<file path="src/rtl/bcd_pkg.sv">
// rtl/bcd_pkg.sv - shared constants and FSM encoding for the binary-to-BCD converter
package bcd_pkg;

  localparam int BIN_W_DEF  = 10;
  localparam int DIGITS_DEF = 4;

  localparam logic [1:0] ST_IDLE  = 2'd0;
  localparam logic [1:0] ST_SHIFT = 2'd1;
  localparam logic [1:0] ST_DONE  = 2'd2;

  // Digits at or above this value are corrected by +3 before each shift
  localparam logic [3:0] ADD3_THRESH = 4'd5;

endpackage

</file>
<file path="src/rtl/bcd_add3.sv">
// rtl/bcd_add3.sv - per-digit add-3 correction for double dabble
module bcd_add3
  import bcd_pkg::*;
(
  input  logic [3:0] nibble,
  output logic [3:0] corrected
);

  // Largest input that matters is 9, so the result never exceeds 4'b1100
  assign corrected = (nibble >= ADD3_THRESH) ? nibble + 4'd3 : nibble;

endmodule

</file>
<file path="src/rtl/bin2bcd_seq.sv">
// rtl/bin2bcd_seq.sv - multi-cycle shift-and-add-3 binary-to-BCD converter
module bin2bcd_seq
  import bcd_pkg::*;
#(
  parameter int BIN_W  = BIN_W_DEF,
  parameter int DIGITS = DIGITS_DEF
) (
  input  logic                  MAX10_CLK1_50,
  input  logic                  rst,
  input  logic                  start,
  input  logic [BIN_W-1:0]      bin_in,
  output logic                  busy,
  output logic                  done,
  output logic [4*DIGITS-1:0]   bcd_out
);

  localparam int CNT_W = $clog2(BIN_W + 1);
  localparam int SCR_W = 4 * DIGITS;
  localparam logic [CNT_W-1:0] LAST_STEP = CNT_W'(BIN_W - 1);

  logic [1:0]       state;
  logic [BIN_W-1:0] bin_sr;
  logic [SCR_W-1:0] scratch;
  logic [SCR_W-1:0] corr;
  logic [SCR_W-1:0] scratch_next;
  logic [CNT_W-1:0] step;
  logic             accept;

  genvar g;
  generate
    for (g = 0; g < DIGITS; g++) begin : g_digit
      bcd_add3 u_add3 (
        .nibble    (scratch[4*g +: 4]),
        .corrected (corr[4*g +: 4])
      );
    end
  endgenerate

  // Corrected scratch shifted left, pulling in the next binary MSB
  assign scratch_next = {corr[SCR_W-2:0], bin_sr[BIN_W-1]};

  // A new conversion may begin from IDLE or in the DONE cycle itself
  assign accept = start && ((state == ST_IDLE) || (state == ST_DONE));

  // FSM, step counter, shift registers and registered outputs
  always_ff @(posedge MAX10_CLK1_50) begin
    if (rst) begin
      state   <= ST_IDLE;
      bin_sr  <= '0;
      scratch <= '0;
      step    <= '0;
      busy    <= 1'b0;
      done    <= 1'b0;
      bcd_out <= '0;
    end else begin
      case (state)
        ST_IDLE, ST_DONE: begin
          done <= 1'b0;
          busy <= accept;
          if (accept) begin
            bin_sr  <= bin_in;
            scratch <= '0;
            step    <= '0;
            state   <= ST_SHIFT;
          end else begin
            state <= ST_IDLE;
          end
        end
        ST_SHIFT: begin
          scratch <= scratch_next;
          bin_sr  <= {bin_sr[BIN_W-2:0], 1'b0};
          step    <= step + 1'b1;
          if (step == LAST_STEP) begin
            bcd_out <= scratch_next;
            busy    <= 1'b0;
            done    <= 1'b1;
            state   <= ST_DONE;
          end
        end
        default: begin
          busy  <= 1'b0;
          done  <= 1'b0;
          state <= ST_IDLE;
        end
      endcase
    end
  end

endmodule

</file>
<file path="config.mk">
export PLATFORM = sky130hd
export DESIGN_NAME = bin2bcd_seq
export DESIGN_NICKNAME = d
export VERILOG_FILES = /design/src/rtl/bcd_pkg.sv /design/src/rtl/bcd_add3.sv /design/src/rtl/bin2bcd_seq.sv
export SDC_FILE = /design/constraint.sdc
export NUM_CORES = 1
export LEC_CHECK = 0
export ABC_AREA = 1
export CELL_PAD_IN_SITES_DETAIL_PLACEMENT = 1
export CELL_PAD_IN_SITES_GLOBAL_PLACEMENT = 1
export CORE_UTILIZATION = 40
export CTS_BUF_LIST = sky130_fd_sc_hd__clkbuf_8
export CTS_CLUSTER_DIAMETER = 100
export CTS_CLUSTER_SIZE = 8
export DETAILED_ROUTE_END_ITERATION = 7
export GPL_ROUTABILITY_DRIVEN = 0
export GPL_TIMING_DRIVEN = 0
export PLACE_DENSITY_LB_ADDON = 0.12
export SLEW_MARGIN = 20
export SYNTH_ARGS = -nofsm -noshare
export SYNTH_HDL_FRONTEND = slang
export SYNTH_SLANG_ARGS = --single-unit
export TNS_END_PERCENT = 1
</file>
<file path="constraint.sdc">
create_clock -name MAX10_CLK1_50 -period 1.68 [get_ports MAX10_CLK1_50]
set_clock_uncertainty 0.15 [all_clocks]
set_input_delay 0.336 -clock MAX10_CLK1_50 [delete_from_list [all_inputs] [get_ports MAX10_CLK1_50]]
set_output_delay 0.336 -clock MAX10_CLK1_50 [all_outputs]
set_load 0.01 [all_outputs]
</file>
======== Word level (Yosys, flattened, before mapping) ========
Index checks and enable logic that the tools add are counted.
W data, S select, Z words.
storage, ports and cells
  word-level logic and storage cells ...... 45
  register bits ........................... 50
cells by class
  bitwise operators ....................... 1
  equality and inequality tests ........... 5
  add/subtract/negate cells ............... 5
  order comparisons ....................... 4
  reductions and logical operators ........ 8
  mux-type cells .......................... 15
operator list
  kind                   number
  $pmux W16 S2           1
  $pmux W10 S2           1
  $ge A4 B3 Y1 const B   4
  $mux W16               1
  $mux W4                4
  $add A4 B2 Y4 const B  3
  $mux W10               1
  $pmux W4 S2            1
  $add A4 B1 Y4 const B  1
  $eq A4 B4 Y1 const B   1
  $ne A2 B2 Y1 const B   2
  $pmux W2 S2            1
  $reduce_and A2 Y1      2
  $reduce_or A2 Y1       2
  $add A3 B2 Y3 const B  1
  $mux W3                1
  $eq A2 B1 Y1 const B   1
  $eq A2 B2 Y1 const B   1
  $logic_not A2 Y1       1
  $mux W1                2
  $mux W2                1
  $pmux W1 S2            1
  $reduce_bool A2 Y1     1
  $logic_and A1 B1 Y1    1
  other kinds (2)        2

======== Logic depth before layout (Yosys ltp) ========
  word-level depth ........................ 5
  mapped depth ............................ 10
  depth with buffers taken out ............ 10

======== Cells and area by module ========
A second synthesis with hierarchy kept.
unflattened totals
  cells, all modules ...................... 367
  area total of the unflattened synthesis .. 2623.8 µm²
modules (own cells, without submodules)
  module       instances  cells each  area an instance (µm²)
  bin2bcd_seq  1          275         2083.2
  bcd_add3     4          23          135.1

======== Worst setup path after synthesis ========
No wires, ideal clock.
  path type ............................... register -> register
  from .................................... register step[0]
  to ...................................... register bcd_out[9]
  buffers on the path ..................... 1
  clock period less this slack ............ 1.387 ns
  setup slack ............................. 0.293 ns
  arrival ................................. 1.129 ns
  stages on the path, launching flop included .. 8
  path through ............................ dfxtp_1 > ha_1 > nand3_2 > nor2_4 > buf_4 > nand3_1 > nand2_1 > inv_1
between the ends
  cells in the longest elaborated chain, start to end .. 2
ends and longest elaborated chain
  what                         RTL line           RTL
  start: declaration           bin2bcd_seq.sv:26  logic [CNT_W-1:0] step;
  start signal: assignment     bin2bcd_seq.sv:72  step <= step + 1'b1;
  $eq A4 B4 Y1                 bin2bcd_seq.sv:73  if (step == LAST_STEP) begin
  $reduce_and A2 Y1 (no line)  n/a
  end signal: assignment       bin2bcd_seq.sv:74  bcd_out <= scratch_next;
  end: declaration             bin2bcd_seq.sv:14  output logic [4*DIGITS-1:0] bcd_out
Every way passes these cells.
A chain may end at the register's enable or synchronous reset.

======== Worst setup path after layout ========
  from .................................... register bcd_out[3]
  to ...................................... output bcd_out[3]
No word-level cell between the ends.

==> out/metrics.csv <==
stage;metric;value;unit
floorplanning;die_w;78.9;um
cts;htreeDepth;2;
cells_and_area;synthToLayoutAreaGrowth;22.2;%
synthesis;synth.mux.area_fraction;0;
cts;cts_tree;done;
cells_and_area;finalNetCount;394;
sta;hold_viol_final;0;
route;drtIter0Drc;47;
cells_and_area;drive_gt1_frac;0.0782;
sta;setup_viol;0;
grt;overflow;0;
sta;rsz0062_at_grt;false;
grt;grt_pass1_vias;2175;
synthesis;synth_top_area_share;0.423;
setup_path;worst_path_max_delay_cell;clkdlybuf4s50_1;
grt;grt_first_pass_wirelength;9.79;mm
cts;cts_inserted_buffers;5;
route;ant_nets;0;
cts;clkLatencyLatePin;0.30;ns
synthesis;syn_area_per_cell;7.08;um2
setup_path;cp_num_buf_inv;1;
setup_path;crit_path_start_kind;flop;
sta;slew_headroom;0.772;
grt;grtUsageTotal;0.201;
floorplanning;dieArea;6220;um2
setup_path;r2r-start;step[1];
synthesis;syn_nets;357;
floorplanning;rows;27;
placed_design;dp.cells;435;
synthesis;seq_area_frac_synth;0.423;
setup_path;cp.required;1.19;ns
setup_path;reg2reg_slack;0.14;ns
pwr;leakagePower;1.57;nW
synthesis;synth-compound-area-share;0.0963;
setup_path;critPathTopFamily;buffers and inverters;
synthesis;yosys_warnings;0;
synthesis;synth-seq-cells;50;
synthesis;synth-simple-area-share;0.323;
setup_path;worstSetupPathType;flop to output pin;
grt;top_usage_layer;met2;
grt;grt_util_met3;0.0333;
route;wirelength;5.88;mm
setup_path;slowest_delay;0.54;ns
hold_path;worstHoldPathCells;3;
cells_and_area;antenna_cells;0;
hold_path;hold_start;start;
route;first_pass_iters;4;
setup_path;r2r_end;bcd_out[1];
floorplanning;io-pin-count;31;
cts;cts.sinks;50;
floorplanning;start_util;0.422;
synthesis;syn_inst;334;
floorplanning;fp.dieH;78.9;um
status;outcome;finished clean;
grt;met1_usage;0.238;
sta;clock.fmax;605;MHz
route;vias;2259;
run;cap_violations;0;
sta;worstMarginPinSlew;0.339;ns
synthesis;synthTopCellsByArea;dfxtp_1, nand2_1, inv_1;
cells_and_area;final_util;0.515;
route;remaining_drc_errors;0;
pwr;powerDensity;721;nW/um2
route;wire_per_inst;13.3;um
grt;met2_usage;0.377;
synthesis;yosys.area.top_type;dfxtp_1;
hold_path;worst_hold_path_type;input pin to flop;
placed_design;io_buffer_count;29;
sta;min_period_over_period;0.983;
cts;clockRootBuffer;clkbuf_8;
cells_and_area;final_cells;443;
synthesis;synthXorXnorAreaFrac;0;
setup_path;critPathArrivalTime;1.17;ns
setup_path;crit_chain;clkdlybuf4s50_1;
sta;slew_violations;0;
grt;grt_max_degree;14;
placed_design;placed_cell_area;2750;um2
grt;antenna_found_initial;0;
route;vias_per_cell;5.10;
setup_path;worstSetupEndpointType;output pin;
setup_path;r2r_cells;9;
hold_path;hold-path-endpoint;state[0];
sta;post-route-min-period;1.65;ns
synthesis;synth_top_family_by_area;simple AND/OR/NAND/NOR gates;
cts;path_clk_slew;0.09;ns
cells_and_area;final_cell_area;2890;um2
cts;cts_max_path_buffers;2;
pwr;max-vdd-ir-drop;0.000493;V
synthesis;synth_fa_ha_area_frac;0.0529;
setup_path;crit_fanout;2;
synthesis;synth_cell_types;24;
synthesis;syn-cell-area;2360;um2
placed_design;hpwl;4.35;mm
floorplanning;coreArea;5610;um2
==> cell usage in the layout (no fill, tap or decap), drive strengths merged <==
cell,synthesis,layout
a21oi,10,10
nor3b,1,1
nand4,5,5
dlymetal6s2s,0,16
nand2,108,108
nand3,31,31
ha,10,10
o221ai,1,1
o22ai,6,6
buf,9,8
o21ai,20,20
clkdlybuf4s50,0,13
dfxtp,50,50
inv,45,47
clkbuf,0,7
nor2,32,32
nor3,1,1
a31oi,5,5
==> final cells by class <==
class / instances / area (um2)
repair buffers: 30 / 338
clock buffers: 5 / 68.8
clock inverters: 2 / 7.51
multi-input cells: 230 / 1130
well taps: 72 / 90.1
inverters: 45 / 171
plain buffers: 9 / 83.8
flip-flops and latches: 50 / 1000
fillers: 740 / 2720
==> cell usage after synthesis (all sizes together) <==
library cell / count
ha: 10
buf: 9
a21oi: 10
a31oi: 5
o221ai: 1
o21ai: 20
inv: 45
nor3: 1
nand3: 31
nand2: 108
o22ai: 6
nor3b: 1
nand4: 5
nor2: 32
dfxtp: 50
==> how the worst max path moves through the flow <==
stage,to,startpoint,cells after the start,slack [ns]
detailed placement,bcd_out[12],rst,6,-0.26
CTS,bcd_out[6],bcd_out[6],1,0.006
global placement,bcd_out[12],rst,6,-0.27
floorplan,bcd_out[9],step[0],7,0.29
global route,bcd_out[14],bcd_out[14],1,0.001
finish,bcd_out[3],bcd_out[3],1,0.03
==> flip-flops by register name, summed over array words and instances, names as in the netlist <==
name / cells
bcd_out: 16
scratch: 16
busy: 1
bin_sr: 10
done: 1
state: 2
step: 4
==> kinds of logic after synthesis <==
family | Yosys count
and+or+nand+nor | 178
adders and majority gates | 10
AOI/OAI and AO/OA | 42
DFF | 50
buffers and inverters | 54
==> layer usage <==
metal	share of wire	vias up
met5	0	-
met2	0.51	37
met3	0.026	6
met1	0.45	1080
li1	-	1136
met4	0.0083	0
==> power breakdown <==
group	switching, mW	internal [mW]	leakage [nW]
Combinational	0.126	0.0745	1.12
Sequential	0.0197	1.21	0.405
Clock	0.375	0.276	0.0466
Total	0.520	1.56	1.57
==> through the flow <==
step	setup WS [ns]	setup TNS, ns	total power, mW	hold slack, ns
2_1_floorplan	0.293	0	1.38	0.279
3_3_place_gp	-0.274	-3.58	1.46	0.289
3_5_place_dp	-0.263	-3.78	1.46	0.298
4_1_cts	0.00590	0	2.11	0.250
5_1_grt	0.00117	0	2.17	0.265
6_report	0.0285	0	2.09	0.252
==> what timing repair did <==
action / CTS / global route
gates resized for setup: 0 / 25
buffers inserted: 0 / 1
hold buffers: 0 / 0
hold endpoints to repair: 0 / 0
endpoints found under the setup margin: 0 / 34
(Power assumes the default switching activity.)
